==> src/rtl/hxd_pkg.sv <==
// hxd_pkg: definitions shared by the loader-side blocks.
//   cmd_t        - loader protocol command bytes understood by ram_rw
//   boot_state_t - boot sequencer FSM states
//   conf_byte()  - selects one byte of the 8-byte CONF_WR payload
package hxd_pkg;

  typedef enum logic [7:0] {
    CPU_RST = 8'h2a,
    CPU_RUN = 8'h2b,
    CONF_WR = 8'h2c,
    CONF_RD = 8'h2d,
    DATA_WR = 8'h2e,
    DATA_RD = 8'h2f
  } cmd_t;

  typedef enum logic [3:0] {
    IDLE       = 4'd0,
    CMD_RST    = 4'd1,
    CMD_CONF   = 4'd2,
    CONF_PAY   = 4'd3,
    CMD_DATA   = 4'd4,
    DATA_FETCH = 4'd5,
    DATA_SEND  = 4'd6,
    CMD_RUN    = 4'd7,
    PASS       = 4'd8
  } boot_state_t;

  // Payload is {length-1, base address}, sent least significant byte first,
  // so byte idx lives at bit offset 8*idx.
  function automatic logic [7:0] conf_byte(input logic [31:0] base,
                                           input logic [31:0] len_m1,
                                           input logic [2:0]  idx);
    logic [63:0] pay;
    pay = {len_m1, base};
    return pay[{idx, 3'b000} +: 8];
  endfunction

endpackage

==> src/rtl/edge2en.sv <==
// edge2en: rising-edge detector producing a one-cycle enable pulse.
//   clk_i   - clock
//   rst_n_i - async active-low reset
//   sig_i   - synchronous level input
//   en_o    - registered pulse, high for one cycle after sig_i rises
module edge2en (
  input  logic clk_i,
  input  logic rst_n_i,
  input  logic sig_i,
  output logic en_o
);

  logic sig_d_r;
  logic en_r;

  // Delay the level by one cycle and flag low-to-high transitions.
  always_ff @(posedge clk_i or negedge rst_n_i) begin
    if (!rst_n_i) begin
      sig_d_r <= 1'b0;
      en_r    <= 1'b0;
    end else begin
      sig_d_r <= sig_i;
      en_r    <= sig_i & ~sig_d_r;
    end
  end

  assign en_o = en_r;

endmodule

==> src/rtl/boot_seq.sv <==
// boot_seq: autonomous boot sequencer in front of ram_rw's byte port.
// Replays CPU_RST, CONF_WR + 8-byte payload, DATA_WR + image bytes from the
// boot ROM and CPU_RUN, then forwards the external uart_rx stream untouched.
//   clk_i, rst_n_i        - clock, async active-low reset
//   boot_start_i          - level; rising edge requests a new boot sequence
//   ext_data_i/vld_i/rdy_o - byte stream from the external uart_rx
//   out_data_o/vld_o/rdy_i - byte stream towards ram_rw
//   rom_rd_addr_o/data_i  - boot ROM port, data valid one cycle after address
//   busy_o                - sequence in progress
//   done_o                - at least one sequence completed since reset
module boot_seq
  import hxd_pkg::*;
#(
  parameter int unsigned ROM_AW    = 12,
  parameter logic [31:0] BOOT_BASE = 32'h4000_0000,
  parameter logic [31:0] BOOT_LEN  = 32'd32,
  parameter bit          AUTO_BOOT = 1'b1
) (
  input  logic              clk_i,
  input  logic              rst_n_i,
  input  logic              boot_start_i,
  input  logic [7:0]        ext_data_i,
  input  logic              ext_vld_i,
  output logic              ext_rdy_o,
  output logic [7:0]        out_data_o,
  output logic              out_vld_o,
  input  logic              out_rdy_i,
  output logic [ROM_AW-1:0] rom_rd_addr_o,
  input  logic [7:0]        rom_rd_data_i,
  output logic              busy_o,
  output logic              done_o
);

  localparam logic [31:0]       LEN_M1    = BOOT_LEN - 32'd1;
  localparam logic [ROM_AW-1:0] LAST_ADDR = LEN_M1[ROM_AW-1:0];
  localparam logic [ROM_AW-1:0] ADDR_ONE  = {{(ROM_AW-1){1'b0}}, 1'b1};

  boot_state_t       state_r;
  logic [7:0]        out_data_r;
  logic              out_vld_r;
  logic [ROM_AW-1:0] addr_r;
  logic [2:0]        pay_cnt_r;
  logic              last_r;
  logic              busy_r;
  logic              done_r;
  logic              pend_r;
  logic              start_en_s;
  logic              acc_s;
  logic              take_s;
  logic              pass_s;

  edge2en u_start_edge (
    .clk_i   (clk_i),
    .rst_n_i (rst_n_i),
    .sig_i   (boot_start_i),
    .en_o    (start_en_s)
  );

  assign acc_s  = out_vld_r & out_rdy_i;
  // Never start while a pass-through byte is offered but not yet taken.
  assign take_s = pend_r & ~(ext_vld_i & ~out_rdy_i);
  assign pass_s = (state_r == PASS);

  // Boot FSM; each state names the byte currently held in out_data_r.
  // The ROM address runs one byte ahead of the holding register: it is
  // bumped when a byte is captured, so the next byte is already readable
  // by the time the current one is accepted (one idle cycle per data byte).
  always_ff @(posedge clk_i or negedge rst_n_i) begin
    if (!rst_n_i) begin
      state_r    <= IDLE;
      out_data_r <= 8'h00;
      out_vld_r  <= 1'b0;
      addr_r     <= {ROM_AW{1'b0}};
      pay_cnt_r  <= 3'd0;
      last_r     <= 1'b0;
      busy_r     <= 1'b0;
      done_r     <= 1'b0;
      pend_r     <= 1'b0;
    end else begin
      if (start_en_s && !busy_r) begin
        pend_r <= 1'b1;
      end
      case (state_r)
        IDLE: begin
          if (AUTO_BOOT) begin
            state_r    <= CMD_RST;
            out_data_r <= CPU_RST;
            out_vld_r  <= 1'b1;
            busy_r     <= 1'b1;
          end else begin
            state_r <= PASS;
          end
        end
        CMD_RST: begin
          if (acc_s) begin
            out_data_r <= CONF_WR;
            state_r    <= CMD_CONF;
          end
        end
        CMD_CONF: begin
          if (acc_s) begin
            out_data_r <= conf_byte(BOOT_BASE, LEN_M1, 3'd0);
            pay_cnt_r  <= 3'd0;
            state_r    <= CONF_PAY;
          end
        end
        CONF_PAY: begin
          if (acc_s) begin
            if (pay_cnt_r == 3'd7) begin
              out_data_r <= DATA_WR;
              addr_r     <= {ROM_AW{1'b0}};
              state_r    <= CMD_DATA;
            end else begin
              out_data_r <= conf_byte(BOOT_BASE, LEN_M1, pay_cnt_r + 3'd1);
              pay_cnt_r  <= pay_cnt_r + 3'd1;
            end
          end
        end
        CMD_DATA: begin
          if (acc_s) begin
            out_vld_r <= 1'b0;
            state_r   <= DATA_FETCH;
          end
        end
        DATA_FETCH: begin
          out_data_r <= rom_rd_data_i;
          out_vld_r  <= 1'b1;
          last_r     <= (addr_r == LAST_ADDR);
          // Hold at the last address instead of wrapping.
          if (addr_r != LAST_ADDR) begin
            addr_r <= addr_r + ADDR_ONE;
          end
          state_r <= DATA_SEND;
        end
        DATA_SEND: begin
          if (acc_s) begin
            if (last_r) begin
              out_data_r <= CPU_RUN;
              state_r    <= CMD_RUN;
            end else begin
              out_vld_r <= 1'b0;
              state_r   <= DATA_FETCH;
            end
          end
        end
        CMD_RUN: begin
          if (acc_s) begin
            out_vld_r  <= 1'b0;
            out_data_r <= 8'h00;
            busy_r     <= 1'b0;
            done_r     <= 1'b1;
            state_r    <= PASS;
          end
        end
        PASS: begin
          if (take_s) begin
            pend_r     <= 1'b0;
            out_data_r <= CPU_RST;
            out_vld_r  <= 1'b1;
            busy_r     <= 1'b1;
            state_r    <= CMD_RST;
          end
        end
        default: begin
          out_vld_r <= 1'b0;
          busy_r    <= 1'b0;
          state_r   <= IDLE;
        end
      endcase
    end
  end

  // In PASS the port is a plain wire-through; elsewhere the FSM owns it.
  assign out_data_o    = pass_s ? ext_data_i : out_data_r;
  assign out_vld_o     = pass_s ? ext_vld_i  : out_vld_r;
  assign ext_rdy_o     = pass_s ? out_rdy_i  : 1'b0;
  assign rom_rd_addr_o = addr_r;
  assign busy_o        = busy_r;
  assign done_o        = done_r;

endmodule

==> config.mk <==
export PLATFORM = sky130hd
export DESIGN_NAME = boot_seq
export DESIGN_NICKNAME = d
export VERILOG_FILES = /design/src/rtl/hxd_pkg.sv /design/src/rtl/edge2en.sv /design/src/rtl/boot_seq.sv
export SDC_FILE = /design/constraint.sdc
export NUM_CORES = 1
export LEC_CHECK = 0
export ABC_AREA = 1
export CAP_MARGIN = 30
export CORE_MARGIN = 2
export CORE_UTILIZATION = 52
export DETAILED_ROUTE_END_ITERATION = 10
export GPL_TIMING_DRIVEN = 0
export HOLD_SLACK_MARGIN = 0.02
export PLACE_DENSITY_LB_ADDON = 0.15
export REMOVE_ABC_BUFFERS = 1
export SYNTH_ARGS = -nofsm -noshare
export SYNTH_HDL_FRONTEND = slang
export SYNTH_HIERARCHICAL = 1
export SYNTH_SLANG_ARGS = --single-unit
==> constraint.sdc <==
create_clock -name clk_i -period 1.7 [get_ports clk_i]
set_input_delay 0.34 -clock clk_i [delete_from_list [all_inputs] [get_ports clk_i]]
set_output_delay 0.34 -clock clk_i [all_outputs]
set_load 0.005 [all_outputs]
==> run summary, run 1 <==
For this run, the number of Yosys warnings is 6. On the worst path, the slowest cell contributes a delay of 0.43 ns. The data arrival time of the critical path was 1.51 ns. After the first detailed-routing iteration, the DRC count stood at 189. The power dissipated by switching net loads is 0.00220 W. sky130_fd_sc_hd__dfrtp_1 takes more of the synthesized area than any other cell.

Static timing analysis puts the maximum clock frequency at 0.539 GHz. The part of the Yosys area used for sequential elements came out at 0.373. The internal portion of the total power is 0.00275 W. The longest clock path from root to sink contains 2 buffers. The mapped netlist covers 2280 µm². Dividing the detail-routed via count by the number of cells gives 5.25. The area fraction of the dominant cell type after synthesis works out to 0.373. Clock latency on the worst-skew pair, taken at its later pin, is 0.29 ns. Summed over all nets, the half-perimeter wirelength after detailed placement is 3900 µm. After the last flow step, the layout net total stands at 421.

The final route contains 2350 vias. Buffers inserted to repair hold after CTS numbered 0. The number of endpoints with negative hold slack in the final report is 0.

In this run the remaining antenna-violating nets after routing total 0. The proportion of total power due to net switching came out at 0.445. Counting both buffers and inverters, the worst setup path holds a total of 4.

The starting density of the core is 0.531. The commonest cells after synthesis are 118 x sky130_fd_sc_hd__nand2_1, 36 x sky130_fd_sc_hd__nand3_1, 34 x sky130_fd_sc_hd__dfrtp_1. The number of placed instances with taps included is 412, and the overall die width is 70.2 µm. Of all nets on the critical path, the largest fanout is 5. The checks that failed: negative setup slack. Between clock sinks in the finished design, the worst skew comes to 0.00886 ns.

The flip-flop and latch count after synthesis was 34. After clock tree synthesis, the clock-pin slew on the worst setup and hold paths is 0.07 ns. In the final layout, flip-flops and latches occupy 858 µm².

Core area: 4290 µm². The flow ran to the end, but the final reports show violations. The all-layer global routing usage was 0.252. The run gives 0.570 as the share of total power in combinational logic. The finished layout holds 448 standard cells, fillers aside. sky130_fd_sc_hd__nand2_1 is the most common cell in the netlist. The average cell area after synthesis works out to 7.12 µm². Vertical die dimension: 70.2 µm.

The tools report the endpoint required time on the critical path as 1.36 ns. The post-layout minimum cycle time is 1.85 ns. The critical path goes through nor2_4 -> buf_12 -> buf_12 -> nand2_8 -> buf_6 -> nand2_2 -> nand2_1 -> buf_2.

After global routing the overflow that remains totals 0. Family of cells with the greatest summed delay on the critical path: buffers and inverters. For the final-report setup violation count, the log shows 9. 0 antenna diodes ended up in the layout. The tools report the placer's final routability congestion estimate as 0.899. The critical path is of the reg2out type.

TritonCTS built the clock tree. For the final-layout setup total negative slack, the log shows -0.711 ns. Across the VDD grid, the largest voltage drop is 0.971 mV.

After synthesis, the cell types taking the most area are sky130_fd_sc_hd__dfrtp_1 37%, sky130_fd_sc_hd__nand2_1 19%, sky130_fd_sc_hd__nand3_1 7.9%. The tools report the kind of capture point of the worst setup path as an output pin. The async set or reset register ratio after synthesis was 1.00; the number of standard cells after synthesis was 320. Dividing the detail-routed wire length by the instance count gives 13.4 µm. For flop-to-flop paths, the worst setup slack is 0.01 ns. The synthesized design contains 0 enable-type register cells. The most instantiated flip-flop cell in the synthesis netlist was sky130_fd_sc_hd__dfrtp_1.

The clock tree synthesis step divided the H-tree into 2 levels. The die covers 4930 µm². Share of cells above drive strength 1: 0.288. In this run, CTS created clock tree buffers numbering 5.

The logs give 0 for the number of max-slew violations in the final report and 34 for the clock sink count. STA classifies the critical path startpoint as a flop. The portion of the clock cycle consumed by the worst path in the final layout is 1.09. After filler insertion, the fill cell instance count of the layout stands at 318. The area growth from synthesis to layout was 42.8%. For this run, design rule violations remaining after detail routing come to 0.

The portion of total power attributed to the clock network is 0.150, and the global-route wire length before repair is 9830 µm. The type of the tightest min-delay check is in2async. The tools report the count of distinct cell types in the synthesized netlist as 31. The tools report the leakage power figure as 1.59 nW. Setup repair after global routing could not meet its margin everywhere.

The I/O pin total came out at 45. The number of cell rows was 24. The headroom to the max-slew limit was 0.497; the number of global-route vias before repair was 2147.

The max-capacitance violation count was 0; the post-detailed-routing wire length was 5990 µm. Number of iterations in the first detailed-routing pass: 4. Counting stages on the worst path, the most repeated cell is sky130_fd_sc_hd__buf_12. The initial antenna violation count was 0. Entering global routing, the biggest net connects 35 pins. The master of the slowest instance on the critical path is sky130_fd_sc_hd__dfrtp_2. Areal power density over the cells: 1520 nW/µm². The run gives -0.154 ns as the smallest setup slack after layout.

For the pin with the worst max-slew slack, the measured transition is 0.755 ns. The run gives 0.280 as the register share of total power. The number of input and output port buffers inserted was 44. The tools report the root buffer selected by CTS as sky130_fd_sc_hd__clkbuf_8. In the final layout, the multi-input gates occupy 1450 µm².
metrics by stage:
stage	hold WS [ns]	power, W	util	cell area [µm²]	worst slack [ns]
finish	0.109	0.00494	0.758	3250	-0.154
CTS	0.142	0.00465	0.715	3070	-0.163
floorplan	0.0444	0.00286	-	2240	0.198
global placement	0.401	0.00361	0.638	2740	-0.410
global route	0.186	0.00536	0.758	3250	-0.219
detailed placement	0.411	0.00364	0.637	2740	-0.403
layout by cell type (no fill, tap or decap), types with 2 or more instances in the layout:
cell type / instances
sky130_fd_sc_hd__inv_4: 3
sky130_fd_sc_hd__inv_2: 2
sky130_fd_sc_hd__dfrtp_2: 6
sky130_fd_sc_hd__inv_1: 23
sky130_fd_sc_hd__clkdlybuf4s50_1: 33
sky130_fd_sc_hd__nand4_1: 12
sky130_fd_sc_hd__dfrtp_1: 28
sky130_fd_sc_hd__nor2_2: 6
sky130_fd_sc_hd__clkinv_2: 2
sky130_fd_sc_hd__o21ai_0: 9
sky130_fd_sc_hd__nand2_2: 24
sky130_fd_sc_hd__buf_2: 11
sky130_fd_sc_hd__nand2_1: 96
sky130_fd_sc_hd__nand3_4: 2
sky130_fd_sc_hd__buf_12: 3
sky130_fd_sc_hd__nand3_2: 2
sky130_fd_sc_hd__nand3_1: 36
sky130_fd_sc_hd__clkbuf_8: 5
sky130_fd_sc_hd__a21oi_1: 8
sky130_fd_sc_hd__ha_1: 4
sky130_fd_sc_hd__buf_6: 8
sky130_fd_sc_hd__nor3_1: 4
sky130_fd_sc_hd__o211ai_1: 3
sky130_fd_sc_hd__nand2_4: 6
sky130_fd_sc_hd__nand2_8: 2
sky130_fd_sc_hd__o21ai_1: 8
sky130_fd_sc_hd__nor2_4: 11
sky130_fd_sc_hd__nor2_1: 13
sky130_fd_sc_hd__buf_4: 15
power groups by stage:
stage / logic, W / clock network [W] / registers (W)
after floorplan: 0.00152 / 0 / 0.00134
after global placement: 0.00223 / 0 / 0.00139
after detailed placement: 0.00225 / 0 / 0.00139
after CTS: 0.00256 / 0.000747 / 0.00134
after global routing: 0.00316 / 0.000793 / 0.00141
final: 0.00282 / 0.000742 / 0.00138
metal layers:
| layer | part of all wire | track usage |
|---|---|---|
| met5 | 0 | 0 |
| met1 | 0.42 | 0.317 |
| met4 | 0.0085 | 0.0705 |
| met3 | 0.046 | 0.0534 |
| met2 | 0.53 | 0.436 |
flip-flops by register name, indices dropped and copies added, names as in the netlist:
register and cells:
rom_rd_addr_o 12, out_data_r 8, state_r 4, pay_cnt_r 3, busy_o 1, done_o 1
last_r 1, out_vld_r 1, pend_r 1, u_start_edge/en_o 1, u_start_edge/sig_d_r 1
kinds of logic after synthesis:
kind of cell,share of synthesized area
AND/OR/NAND/NOR,0.445
buffers and inverters,0.0697
flip-flops,0.373
AO/OA/AOI/OAI,0.0840
adder cells (fa/ha/maj),0.0275
layout make-up:
class,count,area share
multi-input cells,255,0.446
well taps,52,0.0200
clock buffers,5,0.0211
inverters,29,0.0381
repair buffers,70,0.199
clock inverters,3,0.0123
flip-flops and latches,34,0.264
path summary, 6_finish.rpt:
check / from / end / depth (start not counted)
worst max register to register: state_r[3] / out_data_r[4] / 11
worst min register to register: u_start_edge/sig_d_r / u_start_edge/en_o / 1
max in group asynchronous: rst_n_i / rom_rd_addr_o[0] / 1
min in group clk_i: u_start_edge/sig_d_r / u_start_edge/en_o / 1
worst min-delay path: rst_n_i / state_r[0] / 1
worst max-delay path: state_r[1] / out_data_o[1] / 8
repair_timing:
| action | 4_1_cts | 5_1_grt |
|---|---|---|
| buffers inserted | 19 | 8 |
| pin swaps | 6 | 13 |
| endpoints found under the hold margin | 0 | 0 |
| setup endpoints to repair | 24 | 31 |
| gates resized for setup | 70 | 40 |
| gates cloned | 2 | 0 |
(Power assumes the default switching activity.)
==> run 2: changes to the inputs <==
--- a/config.mk
+++ b/config.mk
@@ -8,7 +8,7 @@
 export ABC_AREA = 1
 export CAP_MARGIN = 30
 export CORE_MARGIN = 2
-export CORE_UTILIZATION = 52
+export CORE_UTILIZATION = 30
 export DETAILED_ROUTE_END_ITERATION = 10
 export GPL_TIMING_DRIVEN = 0
 export HOLD_SLACK_MARGIN = 0.02
==> run 2 against run 1 <==
Effect of this change: utilization down 31 points; critical endpoint is now out_data_o[5]; worst hold slack better by 0.025 ns; final cell count up 11%; largest power group unchanged; via count up 0.47%; routed wire length up 11%; setup slack better by 0.027 ns; clock-buffer cell count unchanged; sequential power about the same; the run still ends with negative setup slack left; first-iteration DRC count up 1.1%; sequential share of layout area down 0.26 points; critical path depth unchanged; register-to-register slack better by 0.03 ns.
==> run summary, run 2 (synthesis gave the netlist of run 1 again) <==
The run finished, with violations left. The checks that failed: negative setup slack. Entering global routing, the biggest net connects 35 pins. The run gives 31 as the number of cell rows. The share of cells above drive strength 1 came out at 0.281.

The number of input and output port buffers inserted came out at 44. Number of flip-flops under the largest register name: 12. Buffers inserted during clock tree synthesis total 5. The H-tree was split into 2 levels. Number of max-slew violations in the final report: 0. For the post-detailed-routing wire length, the log shows 6640 µm.

For the headroom to the max-slew limit, the log shows 0.478. The number of buffers on the longest clock path came out at 2. In this run the static leakage power is 1.60 nW. For this design, the CTS-stage hold fixing added 0 buffers. In the routed layout, each cell is associated on average with a via count of 4.74.

Kind of capture point of the worst setup path: an output pin. Number of global-route vias before repair: 2164. Clock-pin slew was measured on the worst setup and hold paths at 0.08 ns. After detailed routing, the average wire length per cell comes to 13.3 µm. 0 antenna diodes ended up in the layout. The run gives 0.312 as the starting density of the core.

The run gives 0.29 ns as the clock insertion delay at the later pin of the skew report. At the worst endpoint, the required time is 1.36 ns. The core region is 7290 µm². The overall die width came out at 91.2 µm. The detail route stage leaves a number of antenna-violating nets equal to 0. The placer's final routability congestion estimate came out at 0.810.

The portion of the clock cycle consumed by the worst path in the final layout works out to 1.07. The DRC violations left was 0. Detailed placement finished with a half-perimeter wire length of 4350 µm. TritonCTS built the clock tree. In the final design database the tool counted 424 nets. The data arrival time of the critical path was 1.49 ns; the number of endpoints with negative hold slack in the final report was 0.

The run gives 0.556 mV as the maximum resistive drop on vdd. The first global-routing pass estimated 10900 µm of wire. For this block, the via count after detailed routing is 2361. The number of iterations in the first detailed-routing pass is 4, and the clock sink count is 34. The post-layout minimum cycle time is 1.83 ns, and the areal power density over the cells is 1510 nW/µm².

Setup repair after global routing could not meet its margin everywhere. Pin placement for this block handled 45 I/O pins. The library cells used most frequently in the layout, excluding fill and tap cells, are 100 x sky130_fd_sc_hd__nand2_1, 36 x sky130_fd_sc_hd__nand3_1, 33 x sky130_fd_sc_hd__clkdlybuf4s50_1.

The setup path with the least slack is of type reg2out. The all-layer global routing usage was 0.162; the area growth from synthesis to layout was 44.3%. Clock tree synthesis selected as its root buffer the cell sky130_fd_sc_hd__clkbuf_8. The worst setup path is launched from a flop. For flop-to-flop paths, the worst setup slack is 0.04 ns. The tools report the detailed router's first-iteration violation count as 191. The area of the die was 8310 µm²; the number of standard cells in the final layout excluding fillers was 498. The initial antenna violation count came out at 0.

For this run the aggregate overflow at the end of global routing stands at 0. The run gives 0.451 as the final core utilization. For the number of placed instances with taps included, the log shows 459. The maximum fanout encountered on the critical timing path was 3. The vertical die dimension works out to 91.2 µm. Type of the tightest min-delay check: in2async. Across the run, the number of max-cap violations was 0. The smallest setup slack after layout was -0.127 ns; the slew of the pin with the lowest slew margin was 0.782 ns.

The library cell used most frequently in the layout, excluding fill and tap cells, is sky130_fd_sc_hd__nand2_1. The tools report the highest clock frequency the design can meet as 0.547 GHz. Setup violations remaining at the end of the flow were counted as 7. Clock skew on the completed layout was measured at 0.00435 ns. Across all hold checks on the routed design, the worst slack comes to 0.134 ns.
run 2: cell types whose count changed in the layout (fill, tap and decap cells not counted), moves of 3 or more:
cell,delta
sky130_fd_sc_hd__buf_6,+4
sky130_fd_sc_hd__o21ai_0,+3
sky130_fd_sc_hd__buf_12,-3
sky130_fd_sc_hd__nand2_1,+4
sky130_fd_sc_hd__nand2_2,-5
run 2: timing repair:
item / in CTS / in global routing
pin swaps: 11 / 16
hold endpoints to repair: 0 / 0
setup buffers: 21 / 10
cloned: 2 / 0
setup endpoints to repair: 27 / 34
gates resized for setup: 82 / 25
run 2: final cells by class:
cell class / instances / area [µm²]
Clock buffer: 5 / 68.8
Clock inverter: 3 / 45.0
Fill cell: 773 / 4010
Inverter: 29 / 119
Multi-Input combinational cell: 255 / 1420
Sequential cell: 34 / 858
Tap cell: 99 / 124
Timing Repair Buffer: 73 / 648
run 2: worst paths after layout:
path                                      start                end  cells past startpoint
setup reg to reg                     state_r[3]         state_r[1]                     12
hold / removal                          rst_n_i             busy_o                      1
setup / recovery                     state_r[1]      out_data_o[5]                      8
hold reg to reg            u_start_edge/sig_d_r  u_start_edge/en_o                      1
max in group asynchronous               rst_n_i   rom_rd_addr_o[7]                      1
min in group clk_i         u_start_edge/sig_d_r  u_start_edge/en_o                      1
run 2: worst max-delay path, stage by stage (launching register included):
cell	delay (ns)
sky130_fd_sc_hd__dfrtp_2	0.44
sky130_fd_sc_hd__nor2_4	0.17
sky130_fd_sc_hd__inv_4	0.07
sky130_fd_sc_hd__nor2_4	0.13
sky130_fd_sc_hd__buf_6	0.13
sky130_fd_sc_hd__buf_6	0.09
sky130_fd_sc_hd__nand2_2	0.03
sky130_fd_sc_hd__nand2_1	0.04
sky130_fd_sc_hd__buf_2	0.11
run 2: power by group:
part           internal [W]  switching (W)  total, W  leakage [nW]
sequential          0.00109       0.000268   0.00136         0.428
clock              0.000436       0.000320  0.000756        0.0504
combinational       0.00122        0.00162   0.00284          1.13
run 2: metrics by stage:
step | TNS (ns) | setup slack [ns] | power, W | cell area [µm²]
floorplan | 0 | 0.198 | 0.00286 | 2240
global placement | -25.25 | -0.551 | 0.00367 | 2800
detailed placement | -6.56 | -0.402 | 0.00369 | 2800
CTS | -0.987 | -0.195 | 0.00479 | 3170
global route | -1.16 | -0.212 | 0.00539 | 3290
finish | -0.563 | -0.127 | 0.00495 | 3290
run 2: routing by layer:
layer / global-route usage / vias up / share of wire
met1: 0.221 / 1080 / 0.48
met4: 0.0391 / 0 / 0.0089
li1: - / 1219 / -
met3: 0.0241 / 6 / 0.027
met5: 0 / - / 0
met2: 0.271 / 56 / 0.48
